[src/rtl/digit_canvas_pkg.sv]
// Shared definitions for the 28x28 digit canvas and its classifier.
// The classifier sizes its input vector from PIXEL_COUNT, so both ends
// agree on the pixel store geometry through this package.
package digit_canvas_pkg;

  localparam int IMG_W       = 28;
  localparam int IMG_H       = 28;
  localparam int PIXEL_COUNT = IMG_W * IMG_H;
  localparam int ADDR_WIDTH  = 10;
  localparam int COORD_WIDTH = 5;
  localparam int CUR_INIT_X  = 14;
  localparam int CUR_INIT_Y  = 14;

  // FSM state encodings
  localparam logic [0:0] ST_DRAW  = 1'b0;
  localparam logic [0:0] ST_CLEAR = 1'b1;

  // Linear pixel index for a cursor position: y*IMG_W + x
  function automatic logic [ADDR_WIDTH-1:0] pixel_index(
    input logic [COORD_WIDTH-1:0] x,
    input logic [COORD_WIDTH-1:0] y
  );
    return ADDR_WIDTH'(y) * ADDR_WIDTH'(IMG_W) + ADDR_WIDTH'(x);
  endfunction

endpackage

[src/rtl/digit_canvas_cursor_axis.sv]
// One cursor axis: a wrap-around counter over 0..MODULUS-1.
// Ports:
//   clk, rst  - clock, synchronous active-high reset (pos <= INIT)
//   en        - update allowed this cycle
//   inc, dec  - one-cycle step pulses; both together cancel out
//   pos       - registered position
module canvas_cursor_axis
  import digit_canvas_pkg::*;
#(
  parameter int MODULUS = 28,
  parameter int INIT    = 14
) (
  input  logic                   clk,
  input  logic                   rst,
  input  logic                   en,
  input  logic                   inc,
  input  logic                   dec,
  output logic [COORD_WIDTH-1:0] pos
);

  localparam logic [COORD_WIDTH-1:0] POS_MAX = COORD_WIDTH'(MODULUS - 1);

  always_ff @(posedge clk) begin
    if (rst) begin
      pos <= COORD_WIDTH'(INIT);
    end else if (en && (inc ^ dec)) begin
      if (inc) begin
        pos <= (pos == POS_MAX) ? '0 : pos + 1'b1;
      end else begin
        pos <= (pos == '0) ? POS_MAX : pos - 1'b1;
      end
    end
  end

endmodule

[src/rtl/digit_canvas.sv]
// 28x28 binary drawing canvas. Serves the classifier read port and a display
// scan-out port combinationally, and is edited by a cursor with pen/erase
// levels. A clear request sweeps every pixel to 0, one per cycle.
//
// state  | meaning
// -------+--------------------------------------------------------------
// DRAW   | normal editing: cursor moves, pen/erase paint at the cursor
// CLEAR  | sweep canvas[clear_ptr] <= 0, all user inputs ignored
//
// Ports:
//   clk, rst                         - clock, synchronous active-high reset
//   move_up/down/left/right          - one-cycle cursor step pulses
//   pen_down, erase                  - paint level inputs (erase wins)
//   clear_req                        - start a full-canvas clear sweep
//   read_addr/read_data              - classifier pixel read (zero latency)
//   disp_addr/disp_data              - display pixel read (zero latency)
//   cursor_x, cursor_y               - registered cursor position
//   busy                             - registered, high during the sweep
module digit_canvas
  import digit_canvas_pkg::*;
(
  input  logic                   clk,
  input  logic                   rst,
  input  logic                   move_up,
  input  logic                   move_down,
  input  logic                   move_left,
  input  logic                   move_right,
  input  logic                   pen_down,
  input  logic                   erase,
  input  logic                   clear_req,
  input  logic [ADDR_WIDTH-1:0]  read_addr,
  output logic                   read_data,
  input  logic [ADDR_WIDTH-1:0]  disp_addr,
  output logic                   disp_data,
  output logic [COORD_WIDTH-1:0] cursor_x,
  output logic [COORD_WIDTH-1:0] cursor_y,
  output logic                   busy
);

  localparam logic [ADDR_WIDTH-1:0] LAST_PIXEL = ADDR_WIDTH'(PIXEL_COUNT - 1);
  localparam logic [ADDR_WIDTH-1:0] PIX_LIMIT  = ADDR_WIDTH'(PIXEL_COUNT);

  logic [PIXEL_COUNT-1:0] canvas;
  logic [0:0]             state;
  logic [ADDR_WIDTH-1:0]  clear_ptr;
  logic                   drawing;

  logic                   wr_en;
  logic [ADDR_WIDTH-1:0]  wr_addr;
  logic                   wr_val;

  assign drawing = (state == ST_DRAW);
  assign busy    = (state == ST_CLEAR);

  // Read ports: no write-through, so a write shows up the cycle after.
  assign read_data = (read_addr < PIX_LIMIT) ? canvas[read_addr] : 1'b0;
  assign disp_data = (disp_addr < PIX_LIMIT) ? canvas[disp_addr] : 1'b0;

  canvas_cursor_axis #(.MODULUS(IMG_W), .INIT(CUR_INIT_X)) u_axis_x (
    .clk (clk),
    .rst (rst),
    .en  (drawing),
    .inc (move_right),
    .dec (move_left),
    .pos (cursor_x)
  );

  canvas_cursor_axis #(.MODULUS(IMG_H), .INIT(CUR_INIT_Y)) u_axis_y (
    .clk (clk),
    .rst (rst),
    .en  (drawing),
    .inc (move_down),
    .dec (move_up),
    .pos (cursor_y)
  );

  // Single write port shared by paint and clear. Paint uses the cursor as
  // registered, i.e. the position before any move applied this cycle.
  always_comb begin
    wr_en   = 1'b0;
    wr_addr = '0;
    wr_val  = 1'b0;
    if (state == ST_CLEAR) begin
      wr_en   = 1'b1;
      wr_addr = clear_ptr;
      wr_val  = 1'b0;
    end else if (erase || pen_down) begin
      wr_en   = 1'b1;
      wr_addr = pixel_index(cursor_x, cursor_y);
      wr_val  = ~erase;
    end
  end

  always_ff @(posedge clk) begin
    if (rst) begin
      canvas    <= '0;
      state     <= ST_DRAW;
      clear_ptr <= '0;
    end else begin
      if (wr_en) begin
        canvas[wr_addr] <= wr_val;
      end
      case (state)
        ST_DRAW: begin
          if (clear_req) begin
            state     <= ST_CLEAR;
            clear_ptr <= '0;
          end
        end
        default: begin
          if (clear_ptr == LAST_PIXEL) begin
            state     <= ST_DRAW;
            clear_ptr <= '0;
          end else begin
            clear_ptr <= clear_ptr + 1'b1;
          end
        end
      endcase
    end
  end

endmodule

[config.mk]
export PLATFORM = sky130hd
export DESIGN_NAME = digit_canvas
export DESIGN_NICKNAME = d
export VERILOG_FILES = /design/src/rtl/digit_canvas_pkg.sv /design/src/rtl/digit_canvas_cursor_axis.sv /design/src/rtl/digit_canvas.sv
export SDC_FILE = /design/constraint.sdc
export NUM_CORES = 2
export LEC_CHECK = 0
export BUFFER_PORTS_ARGS = -buffer_cell sky130_fd_sc_hd__buf_2
export CAP_MARGIN = 20
export CORE_UTILIZATION = 57
export CTS_BUF_LIST = sky130_fd_sc_hd__clkbuf_2 sky130_fd_sc_hd__clkbuf_4 sky130_fd_sc_hd__clkbuf_8
export CTS_CLUSTER_DIAMETER = 60
export CTS_CLUSTER_SIZE = 25
export DETAILED_ROUTE_END_ITERATION = 10
export PLACE_DENSITY = 0.73
export SLEW_MARGIN = 15
export SYNTH_ARGS = -nofsm -noshare
export SYNTH_HDL_FRONTEND = slang
export SYNTH_SLANG_ARGS = --single-unit
[constraint.sdc]
create_clock -name clk -period 4.8 [get_ports clk]
set_input_delay 0.24 -clock clk [delete_from_list [all_inputs] [get_ports clk]]
set_output_delay 0.24 -clock clk [all_outputs]
set_load 0.01 [all_outputs]
==> qor.yml <==
gp_congestion: 0.966
core_um2: 83600
synth_area_um2: 48100
peakVddDrop_uv: 530
max_cap_viol_count: 0
worst_setup_path_end_kind: "output port"
grt-ovfl-total: 0
grt_pass1_vias: 39300
layout_commonest_cell: "nand2_1"
vias_per_cell: 7.29
crit_buf_inv: 1
yosysWarningCount: 0
yosys-top-cells-area: "dfxtp_1 34%, mux4_2 20%, mux2i_1 17%, nand2_1 6.6%, nand4_1 6.3%"
power_w: 0.0148
cts_resized: 0
startpoint_type: "flop"
finalCritPeriodShare: 0.938
cts_sinks: 805
critPathMaxFanout: 3
post-cts-setup-buffers: 0
drc: 0
htreeDepth: 2
synth.largest_area_cell: "dfxtp_1"
syn_nets: 4914
async_flop_share: 0
synth_cell_types: 79
die_area_um2: 85500
cts_tree: "done"
syn_inst: 4859
grt_pass1_wl_mm: 246
leakagePower_nw: 20.5
layout-drive-gt1-share: 0.186
outcome: "completed"
slowest_delay_ps: 650
ant_nets: 0
crit_required_ps: 4560
dp_hpwl_mm: 97.6
drv_slew: 0
dr.pass1.iters: 6
ys_seq_area_frac: 0.335
antenna_found_initial: 9
hold_viol: 0
clock_latency_ps: 810
clk_pin_slew_worst_paths_ps: 130
wl_per_cell_um: 28.5
start_util: 0.575
rsz0062_at_grt: "false"
wirelength_mm: 162
finalNonFillerCells: 5686
numCtsBuffers: 59
chipWidth_um: 292
dp.cells: 5562
crit_arrival_ps: 4260
num_vias: 41500
finalClockSkew_ps: 41.0
first_iter_violations: 6206
synth_seq_cells: 805
pin_count: 42
num-fill-cells: 6774
track_usage: 0.373
synth_edf_count: 0
p_per_area_nw_per_um2: 291
netlist.area_leader.share: 0.335
die_h_um: 292
final_nets: 4605
min_path_type: "in2reg"
avgSynthCellArea_um2: 9.89
rows: 106
synth_top_flop_cell: "dfxtp_1"
crit_slowest_cell: "or4_4"
grt_max_degree: 144
ctsHoldBuffers: 7
fin_crit_ps: 4500
setup_viol_count_final: 0
max_freq_ghz: 0.222
final.setup.tns_ps: 0
area_delta_synth_final_pct: 5.98
cts-root-buf: "clkbuf_8"
port_buffers: 41
crit_type: "reg2out"
relSlewSlack: 0.321
tightest_slew_ps: 1020
cpLargestDelayFamily: "compound AO/OA/AOI/OAI gates"
clock_tree.buffer_depth: 3
final_cell_mix: "840 x nand2_1, 814 x mux2i_1, 805 x dfxtp_1"
path_cells: "mux4_2, and3_1, a21oi_1, o311ai_1, or4_4, o41ai_2, nor3_1, o32a_1, buf_2"
per-stage QoR:
stage	cell area, µm²	hold WS (ps)	setup WS [ps]	util
6_report	50900	393	297	0.610
5_1_grt	50900	419	190	0.609
4_1_cts	50900	337	458	0.609
3_5_place_dp	49500	461	538	0.592
3_3_place_gp	49500	450	607	0.592
2_1_floorplan	48100	440	953	-
per-layer routing:
| layer | global-route usage | vias to the layer above | share of wire |
|---|---|---|---|
| li1 | - | 17600 | - |
| met1 | 0.511 | 20400 | 0.38 |
| met2 | 0.543 | 2830 | 0.43 |
| met3 | 0.0901 | 641 | 0.13 |
| met4 | 0.204 | 10 | 0.065 |
| met5 | 0 | - | 0.00040 |
area by class of cell:
| class | instances | area, µm² | area share |
|---|---|---|---|
| multi-input combinational | 3418 | 29400 | 0.578 |
| inverter | 23 | 93.8 | 0.00184 |
| clock inverter | 47 | 527 | 0.0103 |
| clock buffer | 64 | 862 | 0.0169 |
| timing repair buffer | 243 | 2520 | 0.0495 |
| sequential | 805 | 16100 | 0.316 |
| antenna | 6 | 15.0 | 0.000295 |
| tap | 1080 | 1350 | 0.0265 |
cell families (layout without fill, tap and decap cells):
kind of cell / after synthesis / after routing / synth area share
AO/OA/AOI/OAI: 272 / 272 / 0.0407
buffers and inverters: 636 / 377 / 0.0576
AND/OR/NAND/NOR: 1862 / 1862 / 0.186
XOR/XNOR: 15 / 15 / 0.00273
flip-flops: 805 / 805 / 0.335
other: 0 / 6 / 0
adder cells (fa/ha/maj): 26 / 26 / 0.00771
multiplexers: 1243 / 1243 / 0.369
where the power goes:
group	total (W)	switching [W]	leakage, nW	internal (W)
logic	0.00382	0.00292	13.4	0.000894
registers	0.00673	0.0000292	6.48	0.00670
clock network	0.00430	0.00281	0.695	0.00149
worst min-delay path, cell delays in order:
cell,delay [ps]
buf_2,120
or4b_4,610
mux2i_1,140
sequential cells by signal, indices dropped and copies added (netlist names):
name,flops
canvas,784
u_axis_y.pos,5
busy,1
clear_ptr,10
u_axis_x.pos,5
cells in the mapped netlist (14+ instances only):
library cell,instances
nand4_1,482
nand3_1,275
a21oi_1,51
buf_2,115
nor2_1,80
nor2b_1,18
nor4_1,32
buf_4,24
nor3_1,75
o21ai_0,34
o221ai_1,14
dfxtp_1,805
a22oi_1,39
mux2i_1,814
a31o_2,23
inv_1,20
nand2_1,841
mux4_2,419
clkbuf_1,422
buf_1,37
o22ai_1,15
ha_1,20
path summary, 6_finish.rpt:
kind,to,slack [ps],start,cells after the start
setup reg to reg,canvas[431],390,u_axis_y.pos[2],13
setup / recovery,read_data,300,canvas[411],9
hold reg to reg,canvas[654],480,canvas[654],2
hold / removal,canvas[715],390,erase,3
Note: power is estimated with default switching activity, not from simulation.
